### config.mk
export PLATFORM = sky130hd
export DESIGN_NAME = pipeline_hazard_ctrl
export DESIGN_NICKNAME = d
export VERILOG_FILES = /design/src/rtl/hazard_pkg.sv /design/src/rtl/sat_counter.sv /design/src/rtl/pipeline_hazard_ctrl.sv
export SDC_FILE = /design/constraint.sdc
export NUM_CORES = 1
export LEC_CHECK = 0
export CORE_MARGIN = 5
export CORE_UTILIZATION = 40
export CTS_CLUSTER_SIZE = 40
export DETAILED_ROUTE_END_ITERATION = 12
export PLACE_DENSITY = 0.65
export REMOVE_ABC_BUFFERS = 1
export SLEW_MARGIN = 25
export SYNTH_ARGS = -nofsm -noshare
export SYNTH_HDL_FRONTEND = slang
export SYNTH_HIERARCHICAL = 1
export SYNTH_SLANG_ARGS = --single-unit
### constraint.sdc
create_clock -name clk_i -period 2.5 [get_ports clk_i]
set_clock_uncertainty 0.05 [all_clocks]
set_input_delay 0.5 -clock clk_i [delete_from_list [all_inputs] [get_ports clk_i]]
set_output_delay 0.5 -clock clk_i [all_outputs]
set_load 0.01 [all_outputs]
### src/rtl/hazard_pkg.sv
// Shared definitions for the pipeline hazard controller: FSM encoding, widths and
// the bundle of pipeline-register control outputs.
package hazard_pkg;

    localparam int REG_W = 5;

    localparam logic [1:0] RUN        = 2'd0;
    localparam logic [1:0] MEM_WAIT   = 2'd1;
    localparam logic [1:0] FLUSH_PEND = 2'd2;

    typedef enum logic [1:0] {
        ST_RUN        = RUN,
        ST_MEM_WAIT   = MEM_WAIT,
        ST_FLUSH_PEND = FLUSH_PEND
    } state_t;

    typedef struct packed {
        logic pc_write;
        logic if_id_update;
        logic if_id_flush_n;
        logic id_ex_flush;
        logic ex_mem_flush;
        logic pipe_hold;
    } ctl_t;

    // Canned output patterns; if_id_flush_n is active low, so 1 means "keep".
    localparam ctl_t CTL_RESET  = ctl_t'(6'b000110);
    localparam ctl_t CTL_HOLD   = ctl_t'(6'b001001);
    localparam ctl_t CTL_FLUSH  = ctl_t'(6'b110110);
    localparam ctl_t CTL_STALL  = ctl_t'(6'b001100);
    localparam ctl_t CTL_NORMAL = ctl_t'(6'b111000);

endpackage

### src/rtl/sat_counter.sv
// Event counter that sticks at all-ones instead of wrapping.
module sat_counter #(
    parameter int CNT_W = 16
) (
    input  logic             clk_i,
    input  logic             rst_n,
    input  logic             inc_i,
    output logic [CNT_W-1:0] cnt_o
);

    logic [CNT_W-1:0] r_cnt;

    always_ff @(posedge clk_i or negedge rst_n) begin
        if (!rst_n) begin
            r_cnt <= '0;
        end else if (inc_i && (r_cnt != {CNT_W{1'b1}})) begin
            r_cnt <= r_cnt + 1'b1;
        end
    end

    assign cnt_o = r_cnt;

endmodule

### src/rtl/pipeline_hazard_ctrl.sv
// Hazard sequencer for a 5-stage MIPS pipe: load-use stalls, branch flushes and
// memory-wait holds, with saturating stall/flush event counters.
import hazard_pkg::*;

module pipeline_hazard_ctrl #(
    parameter int CNT_W = 16,
    parameter int REG_W = hazard_pkg::REG_W
) (
    input  logic             clk_i,
    input  logic             rst_n,
    input  logic [REG_W-1:0] id_rs_i,
    input  logic [REG_W-1:0] id_rt_i,
    input  logic             id_uses_rt_i,
    input  logic             ex_memread_i,
    input  logic [REG_W-1:0] ex_rt_i,
    input  logic             branch_taken_i,
    input  logic             dmem_busy_i,
    output logic             pc_write_o,
    output logic             if_id_update_o,
    output logic             if_id_flush_n_o,
    output logic             id_ex_flush_o,
    output logic             ex_mem_flush_o,
    output logic             pipe_hold_o,
    output logic [CNT_W-1:0] stall_cnt_o,
    output logic [CNT_W-1:0] flush_cnt_o
);

    state_t r_state;
    state_t w_state_next;
    logic   r_pend_flush;
    logic   w_pend_next;
    logic   w_load_use;
    logic   w_stall_inc;
    logic   w_flush_inc;
    ctl_t   w_ctl;
    ctl_t   w_out;

    // Register $zero is never really written, so a load into it cannot create a hazard.
    always_comb begin
        w_load_use = ex_memread_i & (ex_rt_i != '0) &
                     ((ex_rt_i == id_rs_i) | (id_uses_rt_i & (ex_rt_i == id_rt_i)));
    end

    always_ff @(posedge clk_i or negedge rst_n) begin
        if (!rst_n) begin
            r_state      <= ST_RUN;
            r_pend_flush <= 1'b0;
        end else begin
            r_state      <= w_state_next;
            r_pend_flush <= w_pend_next;
        end
    end

    always_comb begin
        w_ctl        = CTL_NORMAL;
        w_state_next = r_state;
        w_pend_next  = r_pend_flush;
        w_stall_inc  = 1'b0;
        w_flush_inc  = 1'b0;

        if (r_state == ST_FLUSH_PEND) begin
            if (dmem_busy_i) begin
                w_ctl        = CTL_HOLD;
                w_stall_inc  = 1'b1;
                w_pend_next  = 1'b1;
                w_state_next = ST_MEM_WAIT;
            end else begin
                w_ctl        = CTL_FLUSH;
                w_flush_inc  = 1'b1;
                w_pend_next  = 1'b0;
                w_state_next = ST_RUN;
            end
        end else if (dmem_busy_i) begin
            // A branch resolving while memory stalls is remembered and applied after release.
            w_ctl        = CTL_HOLD;
            w_stall_inc  = 1'b1;
            w_pend_next  = r_pend_flush | branch_taken_i;
            w_state_next = ST_MEM_WAIT;
        end else begin
            // RUN and the MEM_WAIT release cycle behave identically here.
            w_state_next = r_pend_flush ? ST_FLUSH_PEND : ST_RUN;
            if (branch_taken_i) begin
                w_ctl       = CTL_FLUSH;
                w_flush_inc = 1'b1;
            end else if (w_load_use) begin
                w_ctl       = CTL_STALL;
                w_stall_inc = 1'b1;
            end
        end
    end

    assign w_out           = rst_n ? w_ctl : CTL_RESET;
    assign pc_write_o      = w_out.pc_write;
    assign if_id_update_o  = w_out.if_id_update;
    assign if_id_flush_n_o = w_out.if_id_flush_n;
    assign id_ex_flush_o   = w_out.id_ex_flush;
    assign ex_mem_flush_o  = w_out.ex_mem_flush;
    assign pipe_hold_o     = w_out.pipe_hold;

    sat_counter #(.CNT_W(CNT_W)) u_stall_cnt (
        .clk_i (clk_i),
        .rst_n (rst_n),
        .inc_i (w_stall_inc),
        .cnt_o (stall_cnt_o)
    );

    sat_counter #(.CNT_W(CNT_W)) u_flush_cnt (
        .clk_i (clk_i),
        .rst_n (rst_n),
        .inc_i (w_flush_inc),
        .cnt_o (flush_cnt_o)
    );

endmodule

==> metrics.log <==
INFO  metric outcome = completed
INFO  metric vias = ~1800
INFO  metric cp_cell_sequence = dlygate4sd2_1 -> xor2_1 -> nor3_2 -> a32oi_2 -> buf_4 -> o31ai_4 -> buf_4 -> nand4_1 -> nor4_4 -> and4b_1 -> a21oi_2
INFO  metric gate_count_of_the_mapped_netlist = about 180
INFO  metric synthTopCellsByCount = dfrtp_1 (35), nand4_1 (16), xor2_1 (13)
INFO  metric antenna_left = 0
INFO  metric routedWlPerCell = 15.2 um
INFO  metric crit_required = approximately 2600 ps
INFO  metric global_route.usage.total = ~16%
INFO  metric critical_path_peak_fanout = 4
INFO  metric pleak = around 1.3 nW
INFO  metric place.port_buffers = 58
INFO  metric power_density = around 620 nW/um2
INFO  metric drv_slew = 0
INFO  metric synth_edf_count = 0
INFO  metric initial_core_util = 42.0%
INFO  metric critical_path.startpoint_type = input port
INFO  metric path_common_cell = buf_4
INFO  metric critPathCaptureType = flip-flop
INFO  metric clock-root-buffer = clkbuf_8
INFO  metric timing.slew.headroom = between 70 and 80%
INFO  metric die_y = around 81 um
INFO  metric seq_power_share = a little under half
INFO  metric rsz0062_at_grt = yes
INFO  metric yosys.area.top_type_share = between 40% and 50%
INFO  metric comb_power_share = 32.4%
INFO  metric min_period_over_period = a little over nine tenths
INFO  metric mappedNetlistArea = a little over 2000 um2
INFO  metric floorplan.die_area = around 6600 um2
INFO  metric synth.distinct_cells = 39
INFO  metric period_minus_slack = roughly 2400 ps
INFO  metric place_congestion = 0.755
INFO  metric yosys_warnings = 6
INFO  metric clock_insertion_delay_worst_skew = 280 ps
INFO  metric number_of_buffers_on_the_longest_clock_path = 2
INFO  metric globalRouteOverflowTotal = 0
INFO  metric io_pins = between 50 and 60
INFO  metric tritoncts = built
INFO  metric clock_power_share = ~23%
INFO  metric drcViolationCount = 0
INFO  metric core = 4820 um2
INFO  metric layout.core_utilization = between 60% and 70%
INFO  metric syn2layout_area_growth = 46.9%
INFO  metric route.detailed.vias_per_inst = between 5 and 6
INFO  metric worst_r2r_path_cells = 9
INFO  metric worst_ir_drop_vdd = ~0.26 mV
INFO  metric cts_max_level = 2
INFO  metric synth_area_leaders = dfrtp_1 (43%), xor2_1 (5.6%), nand4_1 (4.9%), xnor2_1 (4.8%), nor4_4 (4.2%)
INFO  metric place.detailed.hpwl = around 3700 um
INFO  metric std_cell_rows = 25
INFO  metric cp_data_arrival_time = 2540 ps
INFO  metric setup_viol_count_final = 0
INFO  metric clock.fmax = between 400 and 500 MHz
INFO  metric antenna_cells = 0
INFO  metric hold_class = in2async
INFO  metric clkTransAtPathRegs = 60 ps
INFO  metric routed_wirelength = between 5000 and 6000 um
INFO  metric number_of_antenna_violations_at_the_first_check_in_global_routing = 0
INFO  metric power_report.internal_total = 1.21 mW
INFO  metric startpoint = ex_rt_i[0]
INFO  metric timing.setup.critical_path_class = in2reg
INFO  metric timing.final.hold_violations = 0
INFO  metric worst-slew-pin-transition = ~420 ps
INFO  metric synth_area_leader_cell = dfrtp_1
INFO  metric maxCapViolCount = 0
INFO  metric postSynthAreaPerCell = 11.4 um2
INFO  metric clock-sinks = 35
INFO  metric numCtsBuffers = 5
INFO  metric drtIter0Drc = between 80 and 90
INFO  metric n_fill_cell = 441
INFO  metric via_count_of_the_first_global_routing_pass = between 1500 and 2000
INFO  metric top_flip_flop_cell_by_instance_count_after_synthesis = dfrtp_1
INFO  metric setup_slack = between 70 and 80 ps
INFO  metric critPathSlowestCell = nor4_4
INFO  metric worst_r2r_startpoint = r_state[1]
INFO  metric asyncSetResetFlopFracSynth = between 90% and 100%
INFO  metric design.final.nets = between 200 and 300
INFO  metric synth_most_common_cell = dfrtp_1
INFO  metric global_route_wire_length_before_repair = 7960 um
INFO  metric chipWidth = between 80 and 90 um
INFO  metric seq_area_frac_synth = 43.3%
INFO  metric total_switching_power = between 0.6 and 0.7 mW
INFO  metric drt_pre_antenna_iters = 4
INFO  metric worst_path_largest_cell_delay = about 370 ps
INFO  metric synth.ff_latch_count = 35
INFO  metric final_layout_size_suffix_gt1_share = about a quarter
INFO  metric detailedPlace.worstSlack = -556 ps
INFO  metric power_switching_share = approximately a third
INFO  metric maximum_number_of_pins_on_one_net_before_global_route_repair = 33
==> layout by cell type, fill, tap and decap left out, types with 3 or more instances in the layout <==
cell             netlist  final
o21a_1                11     11
clkdlybuf4s50_1        0     39
clkbuf_2               0      6
o21ai_0                3      3
clkbuf_8               0      6
nor2_2                 2      3
a21oi_1                6      5
a31oi_1                6      6
nor2_1                 8      7
nor4_4                 4      5
nand2_1                8      7
o31ai_4                2      3
buf_4                  1     19
nor3_2                 2      3
and3_1                 4      4
xor2_1                13     12
dfrtp_1               35     35
inv_1                  3      3
nand4_1               16     16
buf_2                  0      4
xnor2_1               11     10
dlymetal6s2s_1         0      5
nand3_1               10     10
==> worst max-delay path, delay by kind of cell <==
family / cells / cell delay (ps)
and+or+nand+nor: 4 / 1000
AOI/OAI and AO/OA: 3 / 310
xor gates and xnor gates: 1 / 170
buffers and inverters: 3 / 560
==> final timing paths <==
check / endpoint / slack (ps)
min: u_stall_cnt/cnt_o[13] / 260
max reg2reg: u_stall_cnt/cnt_o[15] / 370
min reg2reg: r_pend_flush / 460
max: u_stall_cnt/cnt_o[15] / 80
max in group asynchronous: u_flush_cnt/cnt_o[4] / 1650
min in group clk_i: r_pend_flush / 460
==> final cells by class <==
| cell class | instances | area, um2 | area share, % |
|---|---|---|---|
| Multi-Input combinational cell | 139 | 1200 | 40.5 |
| Sequential cell | 35 | 876 | 29.5 |
| Timing Repair Buffer | 79 | 709 | 23.9 |
| Tap cell | 67 | 83.8 | 2.82 |
| Clock buffer | 6 | 82.6 | 2.78 |
| Inverter | 3 | 11.3 | 0.379 |
| Clock inverter | 1 | 5.00 | 0.168 |
==> through the flow <==
| stage | std cells | hold slack (ps) | area (um2) | TNS (ps) | power [mW] |
|---|---|---|---|---|---|
| 3_5_place_dp | 318 | 282 | 2800 | -8370 | 1.43 |
| 6_report | 330 | 262 | 2970 | 0 | 1.84 |
| 2_1_floorplan | 177 | 154 | 2020 | -111 | 1.07 |
| 3_3_place_gp | 318 | 283 | 2800 | -7650 | 1.42 |
| 5_1_grt | 330 | 289 | 2970 | -47.5 | 1.96 |
| 4_1_cts | 328 | 275 | 2920 | 0 | 1.86 |
==> logic make-up (layout without fill, tap and decap cells) <==
logic type	count (synthesis)	in the layout	share of synthesized area, %
AND/OR/NAND/NOR	74	74	28.6
AO/OA/AOI/OAI	37	37	14.4
flip-flops	35	35	43.3
XOR/XNOR	24	24	10.4
buffers and inverters	4	89	0.928
adder cells (fa/ha/maj)	2	2	1.24
multiplexers	2	2	1.11
==> state kept, by name, indices dropped and copies added, names as in the netlist <==
register           count
u_stall_cnt/cnt_o     16
u_flush_cnt/cnt_o     16
r_state                2
r_pend_flush           1
==> timing repair <==
item                                    4_1_cts  5_1_grt
gates resized for setup                      33       26
hold buffers                                  1        0
buffers inserted                              2        2
endpoints found under the hold margin         3        0
gates cloned                                  0        0
endpoints found under the setup margin       18       17
pin swaps                                    10       13
==> layer usage <==
metal  vias to the layer above  part of all wire (%)  track usage [%]
met5                         -                     0                0
met4                         0                   1.8             6.76
met3                         8                   5.2             4.21
met2                        49                    48             24.6
met1                       843                    45             20.1
li1                        862                     -                -
==> power groups by stage <==
stage                     registers [mW]  logic, mW  clock network (mW)
final                              0.830      0.596               0.413
after floorplan                    0.856      0.213                   0
after detailed placement           0.841      0.586                   0
after global placement             0.838      0.577                   0
after CTS                          0.831      0.595               0.430
after global routing               0.852      0.651               0.456
No activity file was read; power rests on OpenSTA's default activity.
